## config.mk

```make
export PLATFORM = sky130hd
export DESIGN_NAME = keypad_scanner
export DESIGN_NICKNAME = d
export VERILOG_FILES = /design/src/rtl/keypad_scanner.sv
export SDC_FILE = /design/constraint.sdc
export NUM_CORES = 1
export LEC_CHECK = 0
export CAP_MARGIN = 20
export CORE_AREA = 5 5 92 77
export DETAILED_ROUTE_END_ITERATION = 7
export DIE_AREA = 0 0 97 82
export PLACE_DENSITY = 0.63
export SLEW_MARGIN = 20
export SYNTH_ARGS = -nofsm -noshare
export SYNTH_HDL_FRONTEND = slang
export SYNTH_SLANG_ARGS = --single-unit
```

## constraint.sdc

```tcl
create_clock -name clk -period 2.9 [get_ports clk]
set_input_delay 0.725 -clock clk [delete_from_list [all_inputs] [get_ports clk]]
set_output_delay 0.725 -clock clk [all_outputs]
set_load 0.05 [all_outputs]
```

## src/rtl/keypad_scanner.sv

```systemverilog
// 4x4 matrix keypad scanner with press/release debounce, one-hot key code and new_key strobe.
// Optional auto-repeat while a key is held is built when KEY_REPEAT_EN is defined.
module keypad_scanner #(
  parameter int SCAN_CYCLES     = 3,
  parameter int DEBOUNCE_CYCLES = 480000,
  parameter int REPEAT_CYCLES   = 12000000
) (
  input  logic        clk,
  input  logic        reset,
  input  logic [3:0]  rows,
  output logic [3:0]  cols,
  output logic        new_key,
  output logic [15:0] key_pressed_value,
  output logic        key_held
);

  // state    | meaning
  // SCAN     | walk columns, look for exactly one low row
  // PRESS_DB | candidate key must stay stable for DEBOUNCE_CYCLES
  // PRESSED  | key accepted, watching only the candidate row bit
  // REL_DB   | candidate row high, must stay high for DEBOUNCE_CYCLES
  typedef enum logic [1:0] {
    ST_SCAN     = 2'd0,
    ST_PRESS_DB = 2'd1,
    ST_PRESSED  = 2'd2,
    ST_REL_DB   = 2'd3
  } state_t;

  localparam int MAX_SD = (SCAN_CYCLES > DEBOUNCE_CYCLES) ? SCAN_CYCLES : DEBOUNCE_CYCLES;
`ifdef KEY_REPEAT_EN
  localparam int MAX_P = (REPEAT_CYCLES > MAX_SD) ? REPEAT_CYCLES : MAX_SD;
`else
  localparam int MAX_P = MAX_SD;
`endif
  localparam int CW = (MAX_P > 1) ? $clog2(MAX_P) : 1;
  localparam logic [CW-1:0] SCAN_LAST = CW'(SCAN_CYCLES - 1);
  localparam logic [CW-1:0] DB_LAST   = CW'(DEBOUNCE_CYCLES - 1);

  state_t        state_q, state_d;
  logic [CW-1:0] cnt_q, cnt_d;
  logic [1:0]    col_q, col_d;
  logic [1:0]    row_q, row_d;
  logic [3:0]    cols_q, cols_d;
  logic [15:0]   kpv_q, kpv_d;
  logic          new_key_q, new_key_d;
  logic          held_q, held_d;
  logic [3:0]    rs_meta_q, rs_q;

  logic          hit;
  logic [1:0]    hit_row;
  logic [3:0]    cand_pat;

`ifdef KEY_REPEAT_EN
  localparam int RW = (REPEAT_CYCLES > 1) ? $clog2(REPEAT_CYCLES) : 1;
  localparam logic [RW-1:0] RPT_LAST = RW'(REPEAT_CYCLES - 1);
  logic [RW-1:0] rpt_q, rpt_d;

  always_ff @(posedge clk or posedge reset) begin
    if (reset) rpt_q <= '0;
    else       rpt_q <= rpt_d;
  end
`endif

  always_ff @(posedge clk or posedge reset) begin
    if (reset) begin
      rs_meta_q <= 4'b1111;
      rs_q      <= 4'b1111;
    end else begin
      rs_meta_q <= rows;
      rs_q      <= rs_meta_q;
    end
  end

  always_ff @(posedge clk or posedge reset) begin
    if (reset) begin
      state_q   <= ST_SCAN;
      cnt_q     <= '0;
      col_q     <= 2'd0;
      row_q     <= 2'd0;
      cols_q    <= 4'b1110;
      kpv_q     <= 16'h0000;
      new_key_q <= 1'b0;
      held_q    <= 1'b0;
    end else begin
      state_q   <= state_d;
      cnt_q     <= cnt_d;
      col_q     <= col_d;
      row_q     <= row_d;
      cols_q    <= cols_d;
      kpv_q     <= kpv_d;
      new_key_q <= new_key_d;
      held_q    <= held_d;
    end
  end

  always_comb begin
    hit     = 1'b0;
    hit_row = 2'd0;
    case (rs_q)
      4'b1110: begin hit = 1'b1; hit_row = 2'd0; end
      4'b1101: begin hit = 1'b1; hit_row = 2'd1; end
      4'b1011: begin hit = 1'b1; hit_row = 2'd2; end
      4'b0111: begin hit = 1'b1; hit_row = 2'd3; end
      default: begin hit = 1'b0; hit_row = 2'd0; end
    endcase
  end

  assign cand_pat = ~(4'b0001 << row_q);

  always_comb begin
    state_d   = state_q;
    cnt_d     = cnt_q + 1'b1;
    col_d     = col_q;
    row_d     = row_q;
    kpv_d     = kpv_q;
    new_key_d = 1'b0;
`ifdef KEY_REPEAT_EN
    rpt_d     = rpt_q;
`endif
    case (state_q)
      ST_SCAN: begin
        if (cnt_q == SCAN_LAST) begin
          cnt_d = '0;
          if (hit) begin
            row_d   = hit_row;
            state_d = ST_PRESS_DB;
          end else begin
            col_d = col_q + 2'd1;
          end
        end
      end
      ST_PRESS_DB: begin
        if (rs_q != cand_pat) begin
          state_d = ST_SCAN;
          cnt_d   = '0;
        end else if (cnt_q == DB_LAST) begin
          state_d   = ST_PRESSED;
          cnt_d     = '0;
          kpv_d     = 16'h0001 << {row_q, col_q};
          new_key_d = 1'b1;
`ifdef KEY_REPEAT_EN
          rpt_d     = '0;
`endif
        end
      end
      ST_PRESSED: begin
        cnt_d = '0;
        if (rs_q[row_q]) begin
          state_d = ST_REL_DB;
        end else begin
`ifdef KEY_REPEAT_EN
          if (rpt_q == RPT_LAST) begin
            new_key_d = 1'b1;
            rpt_d     = '0;
          end else begin
            rpt_d = rpt_q + 1'b1;
          end
`endif
        end
      end
      ST_REL_DB: begin
        if (!rs_q[row_q]) begin
          state_d = ST_PRESSED;
          cnt_d   = '0;
        end else if (cnt_q == DB_LAST) begin
          state_d = ST_SCAN;
          cnt_d   = '0;
          col_d   = col_q + 2'd1;
        end
      end
      default: begin
        state_d = ST_SCAN;
        cnt_d   = '0;
      end
    endcase
    // column drive and held flag are registered from next-state so they never glitch
    cols_d = ~(4'b0001 << col_d);
    held_d = (state_d == ST_PRESSED) || (state_d == ST_REL_DB);
  end

  assign cols              = cols_q;
  assign new_key           = new_key_q;
  assign key_pressed_value = kpv_q;
  assign key_held          = held_q;

endmodule

```

==> impl_results.md <==
* Total of max-cap violations at 0
* Startpoint Class: flop
* Routed Antenna Nets at 0
* Wirelength per Cell at between 10 and 15 µm
* Mapped Avg Cell Area at roughly 9.6 µm²
* Critical Path End: cols[3]
* Register area share after synthesis at between 50% and 60%
* Hpwl dp at 3560 µm
* Setup ws final at 0.417 ns
* CTS tree: done
* Area delta synth->final at 17.2%
* Worst-path clk slew at about 0.1 ns
* Rel. slew slack at 55.6%
* Gpl congestion at around 0.8
* Share of cells above drive strength 1 at around 9.6%
* Worst Setup SP: cnt_q[10]
* Pre-CTS setup slack at ~0.45 ns
* Post-CTS Setup Inserts at 0
* Wirelength, routed at between 5000 and 6000 µm
* Final Hold Viols at 0
* WP data arrival at between 2 and 3 ns
* Library cells used by synthesis at 43
* IO buf count at 27
* Via density at roughly 5
* First-iteration detailed-routing DRC count at 82
* Fin area at 3090 µm²
* GRT overflow at 0
* Syn Inst Count at about 270
* Critical Path Most Common Cell: or4_4
* Total Power at 2000 µW
* Max Buffers Root-to-Sink at 2
* First-pass GRT wire length at 9010 µm
* Antenna Cells at 0
* H-Tree Depth at 2
* Final setup viols at 0
* Setup TNS at 0 ns
* Worst min path class: flop to flop
* IO Count at 28
* DIE WIDTH at 97 µm
* Outcome: finished, final reports clean
* CP Cell Sequence: or4_4 -> or4_4 -> or3_1 -> a32o_2 -> inv_2 -> a21bo_1
* Most frequent cells in the layout: 48 x nand2_1, 43 x dfrtp_1, 30 x nand3_1
* CTS root buffer: clkbuf_8
* TritonCTS Sinks at 54
* DIE HEIGHT at 82 µm
* Skew final at roughly 0.011 ns
* FF-to-FF setup slack at 0.42 ns
* PwrDens at between 600 and 700 nW/µm²
* Hold depth at 0
* Largest net degree at the start of global routing at 55
* Hold slack at between 0.3 and 0.4 ns
* Worst reg2reg path startpoint: cnt_q[10]
* Clock latency on the worst-skew pair at around 0.31 ns
* Leak at approximately 0.0014 µW
* Post-Syn Area at about 2600 µm²
* Nets at approximately 320
* CTS resizes at 0
* Critical path's largest stage delay at between 0.5 and 0.6 ns
* Number of global-route vias before repair at 1857
* CP Class: flop to flop
* Unrepaired setup endpoints after global routing: false
* Die Area at 7950 µm²
* Worst VDD drop at 0.000684 V
* Crit-path max FO at 5
* Pre-Repair DR Iteration Count at 4
* Fin. max-slew vios at 0
* Syn_nets at a little under 300
* Yosys warning total at 0
* Period utilization at between 80 and 90%
* Initial antenna violation count at 0
* Num CTS Buffers at 5
* Cts hold-fix bufs at 0
* CP Capture Type: flop
* Synthesized flop and latch total at 54
* Worst Reg-to-Reg Cells at 6
* Fmax at about 400 MHz
* Capture point of the worst reg-to-reg path: cols[3]
* Row Count at 26
* Commonest non-fill, non-tap cell in the layout: nand2_1
* Critical Path RT at around 3.1 ns
* Tot GR Track Use at 13.9%
* Placed instance area at 3000 µm²
* Core area at between 6000 and 7000 µm²
* Residual DRC count at 0
* Post-layout minimum cycle time at approximately 2.5 ns
* Worst Max-Slew Pin Slew at around 0.67 ns
* Via count at ~1900
* Initial core utilization at roughly 43%
* Slowest-stage cell, CP: or4_4
==> Yosys cell counts <==
library cell  number  area, µm²
and3_1             3       18.8
clkbuf_1           9       33.8
and4_1             3       26.3
and4b_1            1       10.0
ha_1              10        125
nand4b_1           1       8.76
nor4bb_1           1       10.0
or4_4              2       22.5
or3_1              2       12.5
nand2_1           48        180
o211ai_1           3       22.5
nor3b_1            1       7.51
nand3b_1           1       7.51
nor3_1             4       20.0
a32o_2             1       11.3
o22a_1             1       8.76
nor2_1            27        101
inv_1             10       37.5
nor2b_1            2       12.5
a21bo_1            1       10.0
and3b_1            1       8.76
o311a_1            1       10.0
a31oi_1            2       12.5
nor4_1             4       25.0
mux2_2             1       11.3
a41o_1             1       10.0
mux2i_1            4       40.0
xor2_1            11       96.3
o21a_1             2       15.0
dfstp_2           11        289
a21o_1             1       7.51
nand4_1            5       31.3
buf_2              1       5.00
inv_2              1       3.75
o31ai_1            1       7.51
a221oi_1           2       17.5
o21ai_0           10       50.1
dfrtp_1           43       1080
and2_1             1       6.26
buf_1              1       3.75
nand3_1           30        150
xnor2_1            8       70.1
a21oi_1            1       5.00
==> layer usage <==
| layer | GRT usage [%] | up-vias | wire length [µm] |
|---|---|---|---|
| met2 | 21.2 | 32 | 2180 |
| met1 | 19.5 | 910 | 2700 |
| met4 | 2.95 | 0 | 41 |
| li1 | - | 989 | - |
| met3 | 4.41 | 4 | 238 |
| met5 | 0 | - | 0 |
==> cells by family after synthesis <==
logic type	share of synthesized area, %
AND/OR/NAND/NOR	25.0
flip-flops	51.7
AO/OA/AOI/OAI	7.11
buffers and inverters	3.18
XOR/XNOR	6.31
adder cells (fa/ha/maj)	4.74
multiplexers	1.94
==> sequential cells by signal, summed over array words and instances, names as in the netlist, named ones only <==
| register | flops |
|---|---|
| cnt_q | 19 |
| key_pressed_value | 16 |
| cols | 4 |
| rs_meta_q | 4 |
| rs_q | 4 |
| col_q | 2 |
| row_q | 2 |
| new_key | 1 |
==> critical path: cells and delay by family, from the launching register on <==
family / cells / cell delay [ns]
buffers and inverters: 1 / 0.07
DFF: 1 / 0.43
AOI/OAI and AO/OA: 2 / 0.48
and+or+nand+nor: 3 / 1.43
==> how the worst min path moves through the flow <==
stage,startpoint,endpoint,slack (ns)
after floorplan,rs_meta_q[0],rs_q[0],0.35
after global placement,rs_meta_q[1],rs_q[1],0.35
after detailed placement,rs_meta_q[3],rs_q[3],0.35
after CTS,rs_meta_q[3],rs_q[3],0.35
after global routing,rs_meta_q[3],rs_q[3],0.37
final,rs_meta_q[3],rs_q[3],0.35
==> stage by stage <==
step,utilization [%],std cells
floorplan,-,274
global placement,48.8,378
detailed placement,48.8,378
CTS,50.3,386
global route,50.3,386
finish,50.3,386
==> cell type report <==
class | instances | area (µm²)
Tap cell | 84 | 105
Fill cell | 551 | 3060
Sequential cell | 54 | 1370
Timing Repair Buffer | 31 | 300
Clock buffer | 5 | 68.8
Inverter | 11 | 41.3
Clock inverter | 3 | 21.3
Multi-Input combinational cell | 198 | 1190
==> power by group <==
part / internal, µW / switching [µW]
Sequential: 849 / 103
Clock: 170 / 251
Combinational: 240 / 387
Total: 1260 / 742
No activity file was read; power rests on OpenSTA's default activity.
